==> config.mk <==
export PLATFORM = sky130hd
export DESIGN_NAME = ppg_multich_controller_flat
export DESIGN_NICKNAME = d
export VERILOG_FILES = /design/src/rtl/ppg_pkg.sv /design/src/rtl/ppg_multich_controller_if.sv /design/src/rtl/ppg_slot_timer.sv /design/src/rtl/ppg_multich_controller.sv /design/src/flat_wrapper.sv
export SDC_FILE = /design/constraint.sdc
export NUM_CORES = 1
export LEC_CHECK = 0
export BUFFER_PORTS_ARGS = -buffer_cell sky130_fd_sc_hd__buf_4
export CAP_MARGIN = 20
export CORE_MARGIN = 8
export CORE_UTILIZATION = 30
export CTS_CLUSTER_DIAMETER = 200
export DETAILED_ROUTE_END_ITERATION = 10
export GPL_TIMING_DRIVEN = 0
export HOLD_SLACK_MARGIN = 0.06
export PLACE_DENSITY = 0.55
export SLEW_MARGIN = 20
export SYNTH_ARGS = -nofsm -noshare
export SYNTH_HDL_FRONTEND = slang
export SYNTH_SLANG_ARGS = --single-unit
==> constraint.sdc <==
create_clock -name CLK -period 3 [get_ports CLK]
set_input_delay 0.6 -clock CLK [delete_from_list [all_inputs] [get_ports CLK]]
set_output_delay 0.6 -clock CLK [all_outputs]
set_load 0.005 [all_outputs]
==> src/rtl/ppg_pkg.sv <==
// rtl/ppg_pkg.sv - shared state encoding, default window constants and width helper
package ppg_pkg;

  typedef enum logic [1:0] {
    IDLE     = 2'd0,
    CAL_DC   = 2'd1,
    CAL_GAIN = 2'd2,
    RUN      = 2'd3
  } ppg_state_e;

  localparam int DEF_TARGET_LO = 32;
  localparam int DEF_TARGET_HI = 223;
  localparam int DEF_ADC_MID   = 128;

  // Never returns 0 so single-entry fields still get a real bit.
  function automatic int clog2(input int n);
    int r;
    r = 0;
    while ((1 << r) < n) r++;
    return (r < 1) ? 1 : r;
  endfunction

endpackage

==> src/rtl/ppg_multich_controller_if.sv <==
// rtl/ppg_multich_controller_if.sv - per-channel sample output bus
interface ppg_multich_controller_if #(
  parameter int NUM_CH = 2,
  parameter int ADC_W  = 8
);
  localparam int CHW = ppg_pkg::clog2(NUM_CH);

  logic [NUM_CH*ADC_W-1:0] ch_value;
  logic                    value_valid;
  logic [CHW-1:0]          valid_ch;

  modport master (output ch_value, output value_valid, output valid_ch);
  modport slave  (input ch_value, input value_valid, input valid_ch);
endinterface

==> src/rtl/ppg_slot_timer.sv <==
// rtl/ppg_slot_timer.sv - LED slot phase counter: settle, sample, dead cycle
module ppg_slot_timer
  import ppg_pkg::*;
#(
  parameter int SETTLE_CYC = 4
) (
  input  logic clk,
  input  logic rst,
  input  logic clear,
  input  logic en,
  output logic led_on,
  output logic sample_strobe,
  output logic slot_end
);
  localparam int PW = clog2(SETTLE_CYC + 2);
  localparam logic [PW-1:0] P_SAMPLE = PW'(SETTLE_CYC);
  localparam logic [PW-1:0] P_END    = PW'(SETTLE_CYC + 1);

  logic [PW-1:0] phase;

  // clear parks on the dead phase so the next cycle opens a fresh slot
  always_ff @(posedge clk) begin
    if (rst)
      phase <= '0;
    else if (clear)
      phase <= P_END;
    else if (en)
      phase <= (phase == P_END) ? '0 : phase + 1'b1;
  end

  assign led_on        = en && (phase <= P_SAMPLE);
  assign sample_strobe = en && (phase == P_SAMPLE);
  assign slot_end      = en && (phase == P_END);
endmodule

==> src/rtl/ppg_multich_controller.sv <==
// rtl/ppg_multich_controller.sv - multi-LED PPG front-end sequencer with DC/gain auto-calibration
module ppg_multich_controller
  import ppg_pkg::*;
#(
  parameter int NUM_CH     = 2,
  parameter int ADC_W      = 8,
  parameter int DCC_W      = 7,
  parameter int GAIN_W     = 4,
  parameter int DRIVE_W    = 4,
  parameter int SETTLE_CYC = 4,
  parameter int TARGET_LO  = DEF_TARGET_LO,
  parameter int TARGET_HI  = DEF_TARGET_HI,
  parameter int ADC_MID    = DEF_ADC_MID,
  parameter int FILT_DIV   = 8
) (
  input  logic                      CLK,
  input  logic                      rst,
  input  logic [ADC_W-1:0]          ADC,
  input  logic                      Find_setting,
  input  logic [NUM_CH*DRIVE_W-1:0] drive_cfg,
  output logic [NUM_CH-1:0]         LED_EN,
  output logic [DRIVE_W-1:0]        LED_DRIVE,
  output logic [DCC_W-1:0]          DC_Comp,
  output logic [GAIN_W-1:0]         PGA_Gain,
  output logic                      CLK_Filter,
  output logic                      cal_done,
  output logic [NUM_CH-1:0]         cal_fail,
  ppg_multich_controller_if.master  vbus
);
  localparam int CHW = clog2(NUM_CH);
  localparam int BW  = clog2(DCC_W);
  localparam int FW  = clog2(FILT_DIV);

  localparam logic [1:0] S_IDLE     = 2'(IDLE);
  localparam logic [1:0] S_CAL_DC   = 2'(CAL_DC);
  localparam logic [1:0] S_CAL_GAIN = 2'(CAL_GAIN);
  localparam logic [1:0] S_RUN      = 2'(RUN);

  localparam logic [GAIN_W-1:0] GMAX    = '1;
  localparam logic [CHW-1:0]    LAST_CH = CHW'(NUM_CH - 1);

  logic [1:0]        state;
  logic [CHW-1:0]    ch;
  logic [BW-1:0]     bit_idx;
  logic [DCC_W-1:0]  sar;
  logic [GAIN_W-1:0] gain_t;
  logic [DCC_W-1:0]  dcc_reg  [NUM_CH];
  logic [GAIN_W-1:0] gain_reg [NUM_CH];
  logic [FW-1:0]     filt_cnt;

  logic              led_on, sample_strobe, slot_end;
  logic [DCC_W-1:0]  bit_mask, sar_keep;
  logic              in_win;
  logic [GAIN_W-1:0] gain_store;

  ppg_slot_timer #(.SETTLE_CYC(SETTLE_CYC)) u_slot_timer (
    .clk           (CLK),
    .rst           (rst),
    .clear         (Find_setting),
    .en            (state != S_IDLE),
    .led_on        (led_on),
    .sample_strobe (sample_strobe),
    .slot_end      (slot_end)
  );

  assign bit_mask   = DCC_W'(1) << bit_idx;
  assign sar_keep   = (ADC >= ADC_W'(ADC_MID)) ? (sar | bit_mask) : sar;
  assign in_win     = (ADC >= ADC_W'(TARGET_LO)) && (ADC <= ADC_W'(TARGET_HI));
  assign gain_store = in_win ? GMAX : ((gain_t == '0) ? '0 : gain_t - 1'b1);
  assign LED_EN     = led_on ? (NUM_CH'(1) << ch) : '0;

  // Decisions land on the sample edge; the next slot's drive values load on the dead-cycle edge.
  always_ff @(posedge CLK) begin
    if (rst) begin
      state            <= S_IDLE;
      ch               <= '0;
      bit_idx          <= '0;
      sar              <= '0;
      gain_t           <= '0;
      cal_done         <= 1'b0;
      cal_fail         <= '0;
      DC_Comp          <= '0;
      PGA_Gain         <= '0;
      LED_DRIVE        <= '0;
      vbus.ch_value    <= '0;
      vbus.value_valid <= 1'b0;
      vbus.valid_ch    <= '0;
      for (int i = 0; i < NUM_CH; i++) begin
        dcc_reg[i]  <= '0;
        gain_reg[i] <= '0;
      end
    end else begin
      vbus.value_valid <= 1'b0;
      if (Find_setting) begin
        state    <= S_CAL_DC;
        ch       <= '0;
        bit_idx  <= BW'(DCC_W - 1);
        sar      <= '0;
        gain_t   <= '0;
        cal_done <= 1'b0;
        cal_fail <= '0;
      end else if (sample_strobe) begin
        case (state)
          S_CAL_DC: begin
            if (bit_idx == '0) begin
              dcc_reg[ch] <= sar_keep;
              gain_t      <= '0;
              state       <= S_CAL_GAIN;
            end else begin
              sar     <= sar_keep;
              bit_idx <= bit_idx - 1'b1;
            end
          end
          S_CAL_GAIN: begin
            if (in_win && gain_t != GMAX) begin
              gain_t <= gain_t + 1'b1;
            end else begin
              gain_reg[ch] <= gain_store;
              cal_fail[ch] <= !in_win && (gain_t == '0);
              if (ch == LAST_CH) begin
                ch       <= '0;
                state    <= S_RUN;
                cal_done <= 1'b1;
              end else begin
                ch      <= ch + 1'b1;
                bit_idx <= BW'(DCC_W - 1);
                sar     <= '0;
                state   <= S_CAL_DC;
              end
            end
          end
          S_RUN: begin
            vbus.ch_value[int'(ch)*ADC_W +: ADC_W] <= ADC;
            vbus.value_valid <= 1'b1;
            vbus.valid_ch    <= ch;
            ch               <= (ch == LAST_CH) ? '0 : ch + 1'b1;
          end
          default: ;
        endcase
      end else if (slot_end) begin
        LED_DRIVE <= drive_cfg[int'(ch)*DRIVE_W +: DRIVE_W];
        case (state)
          S_CAL_DC: begin
            DC_Comp  <= sar | bit_mask;
            PGA_Gain <= '0;
          end
          S_CAL_GAIN: begin
            DC_Comp  <= dcc_reg[ch];
            PGA_Gain <= gain_t;
          end
          default: begin
            DC_Comp  <= dcc_reg[ch];
            PGA_Gain <= gain_reg[ch];
          end
        endcase
      end
    end
  end

  always_ff @(posedge CLK) begin
    if (rst) begin
      filt_cnt   <= '0;
      CLK_Filter <= 1'b0;
    end else if (filt_cnt == FW'(FILT_DIV - 1)) begin
      filt_cnt   <= '0;
      CLK_Filter <= ~CLK_Filter;
    end else begin
      filt_cnt <= filt_cnt + 1'b1;
    end
  end
endmodule

==> src/flat_wrapper.sv <==
// flat-port wrapper written by rule: the top's interface ports become plain ports
module ppg_multich_controller_flat import ppg_pkg::*;
#(
  parameter int NUM_CH     = 2,
  parameter int ADC_W      = 8,
  parameter int DCC_W      = 7,
  parameter int GAIN_W     = 4,
  parameter int DRIVE_W    = 4,
  parameter int SETTLE_CYC = 4,
  parameter int TARGET_LO  = DEF_TARGET_LO,
  parameter int TARGET_HI  = DEF_TARGET_HI,
  parameter int ADC_MID    = DEF_ADC_MID,
  parameter int FILT_DIV   = 8
)
  (CLK, rst, ADC, Find_setting, drive_cfg, LED_EN, LED_DRIVE, DC_Comp, PGA_Gain, CLK_Filter, cal_done, cal_fail, vbus_ch_value, vbus_value_valid, vbus_valid_ch);
  ppg_multich_controller_if #(.NUM_CH(NUM_CH), .ADC_W(ADC_W)) vbus_i ();
  input  logic CLK;
  input  logic rst;
  input  logic [ADC_W-1:0] ADC;
  input  logic Find_setting;
  input  logic [NUM_CH*DRIVE_W-1:0] drive_cfg;
  output logic [NUM_CH-1:0] LED_EN;
  output logic [DRIVE_W-1:0] LED_DRIVE;
  output logic [DCC_W-1:0] DC_Comp;
  output logic [GAIN_W-1:0] PGA_Gain;
  output logic CLK_Filter;
  output logic cal_done;
  output logic [NUM_CH-1:0] cal_fail;
  output wire logic [$bits(vbus_i.ch_value)-1:0] vbus_ch_value;
  output wire logic [$bits(vbus_i.value_valid)-1:0] vbus_value_valid;
  output wire logic [$bits(vbus_i.valid_ch)-1:0] vbus_valid_ch;
  assign vbus_ch_value = vbus_i.ch_value;
  assign vbus_value_valid = vbus_i.value_valid;
  assign vbus_valid_ch = vbus_i.valid_ch;
  ppg_multich_controller #(.NUM_CH(NUM_CH), .ADC_W(ADC_W), .DCC_W(DCC_W), .GAIN_W(GAIN_W), .DRIVE_W(DRIVE_W), .SETTLE_CYC(SETTLE_CYC), .TARGET_LO(TARGET_LO), .TARGET_HI(TARGET_HI), .ADC_MID(ADC_MID), .FILT_DIV(FILT_DIV)) u_core (.CLK(CLK), .rst(rst), .ADC(ADC), .Find_setting(Find_setting), .drive_cfg(drive_cfg), .LED_EN(LED_EN), .LED_DRIVE(LED_DRIVE), .DC_Comp(DC_Comp), .PGA_Gain(PGA_Gain), .CLK_Filter(CLK_Filter), .cal_done(cal_done), .cal_fail(cal_fail), .vbus(vbus_i));
endmodule
* Word-level counts from Yosys, hierarchy flattened
Memory sizes are Yosys's and may differ from the RTL's. A register that Yosys moved wholly into a read port is not among the register bits.
Cells that the tools add are included.
** Cells by class
- Add/subtract/negate cells :: 7
- $lt $le $gt $ge :: 6
- Equal/unequal tests :: 16
- Shift operators :: 5
- Multiplexer cells :: 60
- Bitwise operators :: 5
- Reductions and logical operators :: 31
** Operators by type and width (count)
- 7-bit two-way mux :: 6
- 4-bit negator with 33-bit output :: 1
- 8-bit by 33-bit variable shift with 16-bit output (first input constant) :: 1
- 8-bit by 33-bit variable part select with 16-bit output :: 1
- 1-bit two-way mux :: 28
- 3-bit two-way mux :: 8
- 4-bit two-way mux :: 5
- 16-bit bitwise mux :: 1
- 4-bit case mux with 2 select lines :: 2
- 4-bit AND reduction :: 4
- 7-bit case mux with 2 select lines :: 1
- 3-bit AND reduction :: 4
- 5-bit AND reduction :: 2
- 2-bit nonzero test :: 5
- 3-bit equality test (second input constant) :: 3
- 3-bit inequality test (second input constant) :: 3
- 8-bit by 6-bit greater-or-equal comparator with 1-bit output (second input constant) :: 1
- 8-bit greater-or-equal comparator (second input constant) :: 1
- 8-bit less-or-equal comparator (second input constant) :: 1
- 2-bit two-way mux :: 4
- 8-bit by 4-bit variable part select with 4-bit output :: 1
- 1-bit logical AND :: 7
- 7-bit OR :: 1
- 7-bit OR reduction :: 1
- 29 further kinds :: 38
** Word-level totals
- Flip-flop bits (word level) :: 60
- Bits in writable memories :: 22
- Bits of input ports :: 19
- Logic and storage cells :: 151
- Memories kept :: 2
** Memories
- u_core.dcc_reg :: depth 2, width 7, read ports 1, clocked after Yosys merged registers in 1, write ports 2, line ppg_multich_controller.sv:47 : logic [DCC_W-1:0] dcc_reg [NUM_CH];
- u_core.gain_reg :: depth 2, width 4, read ports 1, clocked after Yosys merged registers in 1, write ports 2, line ppg_multich_controller.sv:48 : logic [GAIN_W-1:0] gain_reg [NUM_CH];

* Longest topological paths before layout
- Depth after elaboration :: 11
- Depth in mapped cells :: 8
- Mapped depth without buffers :: 6

* Cells and area by module
From an unflattened synthesis, not the netlist that was laid out.
** Second synthesis, totals
- Cells, all modules :: 405
- Area total of the unflattened synthesis :: 3857.4 um^2
** Modules (own cells, without submodules)
- ppg_multich_controller :: instances 1, cells each 388, area each 3689.8 um^2, seq. area each 1821.7 um^2
- ppg_slot_timer :: instances 1, cells each 17, area each 167.7 um^2, seq. area each 60.1 um^2

* Worst setup path after synthesis
Ideal clock, no wire load.
- Path type :: input port to flip-flop
- From :: in Find_setting
- To :: mem u_core.gain_reg[1][0], enable pin
- Setup time :: 0.310 ns
- Arrival time :: 1.983 ns
- Required time :: 2.690 ns
- Setup slack :: 0.707 ns
- Cell stages on the path :: 5
- Cell sequence :: clkbuf_1 > or2_2 > dlymetal6s4s_1 > a2111o_1 > nand2b_1
** RTL lines
- start: declaration :: line flat_wrapper.sv:20 : input logic Find_setting;
- end: declaration :: line ppg_multich_controller.sv:48

==> flow_summary.yaml <==
placement:
  dpl.hpwl_mm: 7.72
  dpl-instance-area_um2: 4660
  gp_congestion: 0.795
  placed_cells_incl_taps: 647
  port_buffers: 57
finish:
  largest_register_ffs: 16
  final_cells: 663
  diodes: 0
  syn2layout_area_growth_pct: 23.9
  stdcell_area_um2: 4970
  nNetsFinal: 515
  final_util: 0.378
  nFillCells: 1369
  drive_above_1_share: 0.218
cts:
  clk_transition_reported_paths_ns: 0.06
  max-clock-path-buffers: 2
  numCtsBuffers: 9
  cts.sinks: 83
  cts_tree: "built"
  clockRootBuffer: "clkbuf_16"
  h-tree-depth: 3
  clock_latency_ns: 0.34
  cts_setup_buffers: 0
floorplan:
  initial_core_util: 0.305
  fp.dieH_um: 132
  rows: 42
  die-area_um2: 17300
  core_area_um2: 13100
  ios: 58
  die_w_um: 132
route:
  final_antenna_net_count: 0
  vias_per_cell: 4.90
  wirelength_mm: 10.4
  drt_pre_antenna_iters: 4
  vias: 3246
  met2WireLength_mm: 5.06
  drcViolationCount: 0
  drt_iter0_markers: 218
  wl_met3_um: 393
  drt-met1-wl_mm: 4.74
  post_drt_wl_per_cell_um: 15.6
  top_layer: "met4"
global_routing:
  grt_max_degree: 15
  antenna_found_initial: 0
  grt_pass1_vias: 3325
  grt_overflow: 0
  grt_pass1_wl_mm: 17.2
  grt_usage: 0.124
hold_path:
  hold-path-cell-count: 1
  hold_path_end: "u_core.filt_cnt[0]"
  hp-start: "u_core.filt_cnt[0]"
  hold_path_class: "reg -> reg"
power:
  power.leakage_nw: 1.91
  power_mw: 2.49
  peakVddDrop_uv: 328
  power_density_nw_per_um2: 501
setup_path:
  cp.required_ns: 3.03
  rr_endpoint: "u_core.dcc_reg[0][4]"
  path_max_fanout: 8
  rr_startpoint: "u_core.state[0]"
  crit_arrival_ns: 2.81
  reg2regPathDepth: 7
  path_class: "reg -> reg"
  start_kind: "flop"
  r2r_slack_ns: 0.22
  crit_path_end_kind: "flop"
synth:
  synth_area_leader_cell: "dfxtp_1"
  ys_top_cells_by_count: "62 x nor2_1, 61 x dfxtp_1, 30 x nand2_1"
  synth_top_cells_by_area: "dfxtp_1 30%, edfxtp_1 16%, mux2i_1 6.7%"
  ys_warn_count: 0
  syn-cell-area_um2: 4010
  synth_ff_type: "dfxtp_1"
  syn_nets: 447
  synth_seq_area_share: 0.470
  ys_types: 62
  synth_most_common_cell: "nor2_1"
  postSynthCellCount: 414
  synth_edf_count: 22
  avgSynthCellArea_um2: 9.68
  ys_seq_elements: 83
  netlist.area_leader.share: 0.305
  postSynth.asyncResetShare: 0
sta:
  final.setup.tns_ns: 0
  fin_crit_sh: 0.928
  finalHoldViolations: 0
  setup_viol: 0
  worst_slew_pin_slew_ns: 0.702
  slew_violations: 0
  relSlewSlack: 0.528
  max_freq_ghz: 0.359
  rsz0062_at_grt: "false"
  min_period_ns: 2.78
  clock_skew_ns: 0.00889
run_status:
  status: "finished clean"
job:
  cap_violations: 0
[timing repair]
item,CTS,global route
hold buffers,0,0
setup endpoints to repair,0,13
gates resized for setup,0,2
[how the worst max path moves through the flow]
| stage | cells past startpoint | end | slack [ns] | start |
|---|---|---|---|---|
| 2_1_floorplan | 5 | u_core.gain_reg[1][0] | 0.71 | Find_setting |
| 3_5_place_dp | 7 | u_core.dcc_reg[0][0] | 0.13 | u_core.state[0] |
| 6_report | 7 | u_core.dcc_reg[0][4] | 0.22 | u_core.state[0] |
| 4_1_cts | 7 | u_core.dcc_reg[0][4] | 0.12 | u_core.state[0] |
| 5_1_grt | 7 | u_core.dcc_reg[0][6] | 0.12 | u_core.state[0] |
| 3_3_place_gp | 7 | u_core.dcc_reg[0][0] | 0.13 | u_core.state[0] |
[power by group]
part           switching, mW  internal (mW)  leakage [nW]
Clock                  0.459          0.668         0.154
Sequential            0.0134           1.17         0.721
Combinational          0.109         0.0721          1.04
[area by class of cell]
| cell class | count | area [µm²] | share of cell area |
|---|---|---|---|
| Buffer | 28 | 156 | 0.0315 |
| Clock buffer | 10 | 239 | 0.0481 |
| Clock inverter | 6 | 61.3 | 0.0123 |
| Inverter | 12 | 45.0 | 0.00907 |
| Multi-Input combinational cell | 291 | 1940 | 0.390 |
| Sequential cell | 83 | 1880 | 0.379 |
| Tap cell | 176 | 220 | 0.0443 |
| Timing Repair Buffer | 57 | 428 | 0.0861 |
[cells in the final DEF, fill, tap and decap left out, types with 6 or more instances in the layout]
cell and count:
buf_4 58, nand2_1 30, a31oi_1 8, inv_1 12
nor2_1 62, nor3b_1 7, dfxtp_1 61, ha_1 14
nor3_1 8, nand2b_1 6, a211oi_1 13, mux2i_1 27
nand3_1 10, a21oi_1 29, o21ai_0 6, clkbuf_1 16
mux2_2 7, clkbuf_16 9, edfxtp_1 22
[worst max-delay path, cell delays in order (launching register included)]
cell	delay, ns
dfxtp_1	0.39
inv_1	0.09
ha_1	0.29
or4b_1	0.54
buf_6	0.16
nor2_1	0.24
nand3_1	0.41
nand2b_2	0.35
[through the flow]
stage	worst slack, ns	hold WS [ns]
floorplan	0.707	0.404
global placement	0.126	0.412
detailed placement	0.129	0.424
CTS	0.121	0.433
global route	0.122	0.457
finish	0.216	0.430
[kinds of logic (layout without fill, tap and decap cells)]
kind of cell / Yosys count / count (layout) / share of synthesized area
simple gates: 155 / 155 / 0.196
buf+inv: 40 / 113 / 0.0503
xor+xnor: 1 / 1 / 0.00219
fa+ha+maj: 14 / 14 / 0.0437
flops: 83 / 83 / 0.470
compound gates: 87 / 87 / 0.151
mux: 34 / 34 / 0.0871
[per-layer routing]
layer | global-route usage | up-vias
li1 | - | 1629
met1 | 0.150 | 1537
met2 | 0.207 | 68
met3 | 0.0263 | 12
met4 | 0.0530 | 0
met5 | 0 | -
Power figures use the tool's default switching activity.
